### src/rtl/port_serializer.sv
// Packet FIFO behind the input-port deserializer that re-serializes each queued
// packet onto the frame_n/valid_n/data link, so router stages can be cascaded.
module port_serializer #(
    parameter int DEPTH  = 4,
    parameter int DROP_W = 8
) (
    input  logic              clock,
    input  logic              reset_n,
    input  logic              vld,
    input  logic [3:0]        addr,
    input  logic [31:0]       payload,
    output logic              clear,
    output logic              dout,
    output logic              frameo_n,
    output logic              valido_n,
    output logic              full,
    output logic              empty,
    output logic [DROP_W-1:0] drop_cnt
);
    localparam int          AW       = $clog2(DEPTH);
    localparam logic [AW:0] FULL_CNT = (AW+1)'(DEPTH);

    typedef enum logic [1:0] {IDLE, ADDR, PAY, GAP} state_t;

    state_t        r_state;
    logic [35:0]   r_mem [DEPTH];
    logic [AW-1:0] r_wptr;
    logic [AW-1:0] r_rptr;
    logic [AW:0]   r_count;
    logic [3:0]    r_addr_sr;
    logic [31:0]   r_pay_sr;
    logic [5:0]    r_cnt;
    logic          r_hold;

    logic          w_pop;
    logic          w_push;
    logic          w_drop;
    logic [AW:0]   w_count_nxt;
    logic [35:0]   w_head;

    // A pop frees a slot in the same edge, so a push into a full FIFO still lands.
    assign w_pop       = (r_state == IDLE) && !empty && !r_hold;
    assign w_push      = vld && (!full || w_pop);
    assign w_drop      = vld && full && !w_pop;
    assign w_count_nxt = r_count + (AW+1)'(w_push) - (AW+1)'(w_pop);
    assign w_head      = r_mem[r_rptr];

    always_ff @(posedge clock) begin
        if (w_push) begin
            r_mem[r_wptr] <= {addr, payload};
        end
    end

    always_ff @(posedge clock or negedge reset_n) begin
        if (!reset_n) begin
            r_wptr   <= '0;
            r_rptr   <= '0;
            r_count  <= '0;
            full     <= 1'b0;
            empty    <= 1'b1;
            clear    <= 1'b0;
            drop_cnt <= '0;
        end else begin
            clear <= vld;
            if (w_push) begin
                r_wptr <= r_wptr + 1'b1;
            end
            if (w_pop) begin
                r_rptr <= r_rptr + 1'b1;
            end
            r_count <= w_count_nxt;
            full    <= (w_count_nxt == FULL_CNT);
            empty   <= (w_count_nxt == '0);
            if (w_drop && (drop_cnt != {DROP_W{1'b1}})) begin
                drop_cnt <= drop_cnt + 1'b1;
            end
        end
    end

    // r_hold forces one plain IDLE cycle after GAP, giving a 39-cycle frame period.
    always_ff @(posedge clock or negedge reset_n) begin
        if (!reset_n) begin
            r_state   <= IDLE;
            r_cnt     <= '0;
            r_hold    <= 1'b0;
            r_addr_sr <= '0;
            r_pay_sr  <= '0;
            dout      <= 1'b0;
            frameo_n  <= 1'b1;
            valido_n  <= 1'b1;
        end else begin
            case (r_state)
                IDLE: begin
                    dout     <= 1'b0;
                    frameo_n <= 1'b1;
                    valido_n <= 1'b1;
                    r_hold   <= 1'b0;
                    if (w_pop) begin
                        r_addr_sr <= w_head[35:32];
                        r_pay_sr  <= w_head[31:0];
                        r_cnt     <= '0;
                        r_state   <= ADDR;
                    end
                end
                ADDR: begin
                    dout      <= r_addr_sr[0];
                    r_addr_sr <= {1'b0, r_addr_sr[3:1]};
                    frameo_n  <= 1'b0;
                    valido_n  <= 1'b1;
                    if (r_cnt == 6'd3) begin
                        r_cnt   <= '0;
                        r_state <= PAY;
                    end else begin
                        r_cnt <= r_cnt + 6'd1;
                    end
                end
                PAY: begin
                    dout     <= r_pay_sr[0];
                    r_pay_sr <= {1'b0, r_pay_sr[31:1]};
                    valido_n <= 1'b0;
                    frameo_n <= (r_cnt == 6'd31);
                    if (r_cnt == 6'd31) begin
                        r_cnt   <= '0;
                        r_state <= GAP;
                    end else begin
                        r_cnt <= r_cnt + 6'd1;
                    end
                end
                GAP: begin
                    dout     <= 1'b0;
                    frameo_n <= 1'b1;
                    valido_n <= 1'b1;
                    r_hold   <= 1'b1;
                    r_state  <= IDLE;
                end
                default: begin
                    r_state <= IDLE;
                end
            endcase
        end
    end
endmodule
### config.mk
export PLATFORM = sky130hd
export DESIGN_NAME = port_serializer
export DESIGN_NICKNAME = d
export VERILOG_FILES = /design/src/rtl/port_serializer.sv
export SDC_FILE = /design/constraint.sdc
export NUM_CORES = 1
export LEC_CHECK = 0
export CAP_MARGIN = 30
export CORE_AREA = 2 2 161 163
export DETAILED_ROUTE_END_ITERATION = 10
export DIE_AREA = 0 0 163 165
export PLACE_DENSITY = 0.49
export SLEW_MARGIN = 20
export SYNTH_ARGS = -nofsm -noshare
export SYNTH_HDL_FRONTEND = slang
export SYNTH_SLANG_ARGS = --single-unit
export TNS_END_PERCENT = 10
### constraint.sdc
create_clock -name clock -period 4.55 [get_ports clock]
set_input_delay 0.455 -clock clock [delete_from_list [all_inputs] [get_ports clock]]
set_output_delay 0.455 -clock clock [all_outputs]
set_load 0.02 [all_outputs]
== Yosys cells after proc, flatten, opt, wreduce, memory -nomap -nowiden ==
Memories as Yosys holds them, arrays and structs flattened.
Cells that the tools add are included.
Storage, ports and cells
  register bits after elaboration: 66
  bits in latches: 0
  RAM bits: 144
  memory bits (read-only): 0
  input port bits: 39
  output and inout bits: 14
  logic and storage cells: 73
  memories: 1
Memories
  r_mem: depth 4, bits a word 36, rd ports 1, clocked after Yosys merged registers in 0, wr ports 1, line 26  | logic [35:0] r_mem [DEPTH];
Cells by class
  add/sub/neg operators: 6
  multipliers: 0
  div/mod/pow operators: 0
  magnitude comparators: 0
  eq/ne operators: 10
  shifts and indexed selects: 0
  muxes and demuxes: 18
  bitwise gates (word level): 0
  reductions and logical operators: 23
Operators with widths (count)
  32-bit one-hot mux with 2 select lines: 1
  32-bit 2-to-1 mux: 1
  6-bit 2-to-1 mux: 3
  6-bit one-hot mux with 3 select lines: 1
  8-bit by 1-bit adder with 8-bit output (second input constant): 1
  8-bit inequality test (second input constant): 1
  2-bit one-hot mux with 4 select lines: 1
  4-bit one-hot mux with 2 select lines: 1
  6-bit by 1-bit adder with 6-bit output (second input constant): 1
  6-bit by 2-bit == test with 1-bit output (second input constant): 1
  6-bit by 5-bit == test with 1-bit output (second input constant): 1
  1-bit logical AND: 6
  2-bit 2-to-1 mux: 3
  2-bit inequality test (second input constant): 3
  1-bit one-hot mux with 3 select lines: 2
  2-bit AND reduction: 3
  2-bit nonzero test: 3
  2-bit by 1-bit adder with 2-bit output (second input constant): 2
  2-bit == test (second input constant): 2
  1-bit zero test: 4
  4-bit 2-to-1 mux: 1
  1-bit one-hot mux with 2 select lines: 2
  3-bit by 1-bit adder with 3-bit output: 1
  3-bit == test (second input constant): 1
  other kinds (10): 11

== Longest topological paths before layout ==
  depth after elaboration: 8
  gate-level depth with buffers: 12
  depth with buffers taken out: 11

== Worst setup path after synthesis ==
No wires, ideal clock.
  path kind: register to register
  start: reg r_state[0]
  end: reg full
  library setup time: 0.088 ns
  arrival time: 2.612 ns
  setup slack: 1.850 ns
  cell stages (with the launch flop): 13
  period minus slack after synthesis: 2.700 ns
  cell sequence: dfrtp_1 > inv_1 > ha_1 > or3b_1 > buf_4 > nand2_8 > nand2_4 > ha_1 > inv_1 > ha_1 > fa_1 > xnor2_1 > nor3b_1
On the way
  longest elaborated chain between the ends: 8
RTL lines
  start: declaration: line 25  | state_t r_state;
  start signal: assignment: line 83  | r_state <= IDLE;
  start signal: assignment: line 102  | r_state <= ADDR;
  start signal: assignment: line 112  | r_state <= PAY;
  2-bit zero test (*): line 42  | assign w_pop = (r_state == IDLE) && !empty && !r_hold;
  1-bit logical AND (*) (2 in series): line 42
  1-bit logical OR: line 43  | assign w_push = vld && (!full || w_pop);
  1-bit logical AND: line 43
  3-bit by 1-bit adder with 3-bit output: line 45  | assign w_count_nxt = r_count + (AW+1)'(w_push) - (AW+1)'(w_pop);
  3-bit by 1-bit subtractor with 3-bit output (*): line 45
  net w_count_nxt[2]: line 38  | logic [AW:0] w_count_nxt;
  3-bit == test (*): line 72  | full <= (w_count_nxt == FULL_CNT);
  end signal: assignment: line 72
  end: declaration: line 16  | output logic full,
Mark *: on every way through the listed nets, which the timed path passes. The rest lies on a longest branch.
A chain may end at the register's enable or synchronous reset.

== Final worst setup path ==
Same ends and word-level chain as after synthesis.

==> reports/qor.json <==
{
  "die_h_um": 165,
  "drc": 0,
  "synthesis.area_um2": 8482,
  "globalRouteTotalUtil_pct": 12.21,
  "synthesis.area_per_instance_um2": 17.27,
  "minimum_clock_period_ns": 3.046,
  "slowest_delay_ns": 0.55,
  "tritoncts": "built",
  "cp.arrival_ns": 3.47,
  "area.growth.synth_to_final_pct": 20.34,
  "cts_hold_repair.buffers": 0,
  "drt_pre_antenna_iters": 4,
  "initial_cell_density_of_the_core_pct": 33.88,
  "crit_path_slowest_cell": "sky130_fd_sc_hd__or3b_1",
  "grt_start_max_net_pins": 38,
  "total_leakage_power_uw": 0.003820,
  "power.ir.vdd_worst_mv": 0.2748,
  "critical_path_buf_inv_count": 2,
  "violations_in_the_final_reports": "hold timing",
  "run_status": "complete, but fails checks",
  "drive_above_1_share_pct": 18.23,
  "ctsRootBufferMaster": "sky130_fd_sc_hd__clkbuf_16",
  "max_cap_viol_count": 0,
  "parity_gate_share_of_the_synthesized_area_counting_xor_and_xnor_cells_pct": 1.239,
  "ys_top_cells_by_area": "sky130_fd_sc_hd__edfxtp_1 51%, sky130_fd_sc_hd__dfrtp_1 19%, sky130_fd_sc_hd__mux4_2 9.6%",
  "grt_pass1_vias": 4554,
  "post-synth-top-area-fraction_pct": 50.98,
  "fin_nets": 614,
  "worst_clock_skew_ns": 0.01172,
  "hold_violations": 25,
  "io-pin-count": 53,
  "vias_per_cell": 4.800,
  "cts_max_level": 1,
  "tightestPinTransition_ns": 0.7304,
  "worst_slew_margin_relative_to_its_limit_pct": 51.31,
  "hpwl_dp_um": 10080,
  "fin_hold_ws_ns": -0.01546,
  "postLayoutCoreUtil_pct": 40.77,
  "wirelength_um": 15860,
  "timing.fmax_mhz": 328.3,
  "r2r_cells": 11,
  "synth-adder-area-share_pct": 2.449,
  "ws_path_type": "flip-flop to flip-flop",
  "synth_top_family_by_area": "multiplexers",
  "crit_path_max_fanout": 9,
  "synth_mux_area_share_pct": 14.07,
  "drtIter0Drc": 254,
  "r2r_slack_ns": 1.50,
  "finalCritPeriodShare_pct": 66.94,
  "synthFlopType": "sky130_fd_sc_hd__edfxtp_1",
  "worstSkewPairLatency_ns": 0.52,
  "detailroute.via_count": 4354,
  "min_path_type": "primary input to async pin",
  "io_buffers": 52,
  "postSynth.asyncResetShare_pct": 31.43,
  "regToRegEndpoint": "full$_DFF_PN0_",
  "worstPathCellList": "inv_1 -> ha_1 -> or3b_1 -> nand2_8 -> nand2_4 -> ha_1 -> inv_1 -> ha_1 -> fa_1 -> xnor2_1 -> nor3b_1",
  "setup_tns_ns": 0,
  "cts_resized": 0,
  "cpLargestDelayFamily": "adder cells",
  "timing.critical_path.to_type": "flip-flop",
  "setup.worst_path.start_class": "flip-flop",
  "synth_edf_count": 144,
  "yosys_register_bits": 210,
  "sequential_share_of_the_synthesized_area_pct": 70.50,
  "syn-num-nets": 546,
  "post_cts_buffers": 0,
  "power-per-cell-area_nw_per_um2": 672.4,
  "synth-compound-area-share_pct": 4.175,
  "final_antenna_net_count": 0,
  "coreArea_um2": 25040,
  "crit-reg2reg-launch": "r_state[0]$_DFFE_PN0P_",
  "floorplan.die.width_um": 163,
  "worst-endpoint-required_ns": 4.98,
  "cts.path.max_buffers": 3,
  "final-setup-viol-count": 0,
  "row_count": 58,
  "antenna_found_initial": 0,
  "number_of_buffers_inserted_during_clock_tree_synthesis": 23,
  "path_common_cell": "sky130_fd_sc_hd__ha_1",
  "post_synth_inst_count": 491,
  "ys_warn_count": 0,
  "synth_simple_gate_area_share_pct": 5.045,
  "place_congestion": 0.7166,
  "cts.sinks": 210,
  "post_drt_wl_per_cell_um": 17.48,
  "die-area_um2": 26900,
  "yosys.cell_types.count": 49,
  "cts.clk_slew.worst_paths_ns": 0.06,
  "first_pass_grt_wire_length_um": 25290,
  "grt_setup_unrepaired": "false",
  "grt_remaining_overflow": 0,
  "yosysTopAreaCell": "sky130_fd_sc_hd__edfxtp_1",
  "timing.final.max_slew_violations": 0
}
-- metrics by stage --
| step | instances | worst slack [ns] | total power [uW] | hold WS [ns] | cell area [um2] |
|---|---|---|---|---|---|
| after floorplan | 491 | 1.850 | 4520 | 0.1594 | 8482 |
| after global placement | 856 | 1.624 | 4967 | 0.4666 | 9288 |
| after detailed placement | 862 | 1.497 | 5165 | 0.4726 | 9438 |
| after CTS | 904 | 1.469 | 6946 | 0.0006953 | 10160 |
| after global routing | 906 | 1.272 | 7298 | 0.03713 | 10200 |
| final | 907 | 1.504 | 6864 | -0.01546 | 10210 |
-- state kept, by name, indices dropped and copies added, names as in the netlist, 2 cells and up --
name / cells
r_mem: 144
r_pay_sr: 32
drop_cnt: 8
r_cnt: 6
r_addr_sr: 4
r_count: 3
r_rptr: 2
r_state: 2
r_wptr: 2
-- power by group --
group	internal [uW]	total, uW	switching [uW]
combinational	1070	2250	1180
clock	1020	1760	740
sequential	2600	2850	256
-- logic make-up after synthesis --
| family | Yosys count |
|---|---|
| compound gates | 59 |
| xor+xnor | 12 |
| mux | 73 |
| simple gates | 86 |
| flops | 210 |
| buf+inv | 35 |
| fa+ha+maj | 16 |
-- placed cells by master (no fill, tap or decap), types with 5 or more instances in the layout --
cell type and n:
sky130_fd_sc_hd__edfxtp_1 144, sky130_fd_sc_hd__dfrtp_1 62, sky130_fd_sc_hd__clkdlybuf4s50_1 51, sky130_fd_sc_hd__nand2_1 45, sky130_fd_sc_hd__mux4_2 36, sky130_fd_sc_hd__mux2i_1 33, sky130_fd_sc_hd__o21ai_1 29, sky130_fd_sc_hd__clkbuf_16 23
sky130_fd_sc_hd__ha_1 15, sky130_fd_sc_hd__inv_1 12, sky130_fd_sc_hd__o21ai_0 12, sky130_fd_sc_hd__nor2_1 8, sky130_fd_sc_hd__xor2_1 7, sky130_fd_sc_hd__nand3_1 6, sky130_fd_sc_hd__a22oi_1 6, sky130_fd_sc_hd__xnor2_1 5
sky130_fd_sc_hd__nor3_1 5, sky130_fd_sc_hd__clkbuf_1 5, sky130_fd_sc_hd__clkbuf_8 5
-- synthesized netlist by cell type (2+ instances only) --
master,number
sky130_fd_sc_hd__edfxtp_1,144
sky130_fd_sc_hd__dfrtp_1,63
sky130_fd_sc_hd__nand2_1,45
sky130_fd_sc_hd__mux4_2,36
sky130_fd_sc_hd__mux2i_1,33
sky130_fd_sc_hd__o21ai_1,29
sky130_fd_sc_hd__ha_1,15
sky130_fd_sc_hd__inv_1,12
sky130_fd_sc_hd__o21ai_0,12
sky130_fd_sc_hd__buf_6,9
sky130_fd_sc_hd__nor2_1,8
sky130_fd_sc_hd__buf_2,7
sky130_fd_sc_hd__xor2_1,7
sky130_fd_sc_hd__a22oi_1,6
sky130_fd_sc_hd__nand3_1,6
sky130_fd_sc_hd__and3_1,5
sky130_fd_sc_hd__nor3_1,5
sky130_fd_sc_hd__xnor2_1,5
sky130_fd_sc_hd__clkbuf_1,3
sky130_fd_sc_hd__dfstp_2,3
sky130_fd_sc_hd__nor4_1,3
sky130_fd_sc_hd__o2111ai_1,3
sky130_fd_sc_hd__a21oi_1,2
sky130_fd_sc_hd__mux2_2,2
sky130_fd_sc_hd__mux2_4,2
sky130_fd_sc_hd__nand4_1,2
sky130_fd_sc_hd__nor2b_1,2
-- layout make-up --
cell class,instances,area (um2)
Fill cell,2328,14830
Sequential cell,210,5981
Multi-Input combinational cell,246,2293
Timing Repair Buffer,64,735.7
Clock buffer,33,663.1
Tap cell,330,412.9
Clock inverter,9,63.81
Inverter,14,55.05
Antenna cell,1,2.502
-- worst max-delay path by stage --
stage                           start        endpoint  depth (start not counted)  slack, ns
2_1_floorplan  r_state[0]$_DFFE_PN0P_  full$_DFF_PN0_                         12       1.85
6_report       r_state[0]$_DFFE_PN0P_  full$_DFF_PN0_                         11       1.50
3_5_place_dp   r_state[0]$_DFFE_PN0P_  full$_DFF_PN0_                         11       1.50
4_1_cts        r_state[0]$_DFFE_PN0P_  full$_DFF_PN0_                         11       1.47
3_3_place_gp   r_state[0]$_DFFE_PN0P_  full$_DFF_PN0_                         11       1.62
5_1_grt        r_state[0]$_DFFE_PN0P_  full$_DFF_PN0_                         11       1.27
-- routing by layer --
layer	track usage [%]	vias to the layer above	wire, um
met4	2.856	0	331
met5	0	-	0
met3	2.411	24	579
met2	21.07	76	7684
met1	15.98	2232	7262
li1	-	2022	-
(Power assumes the default switching activity.)
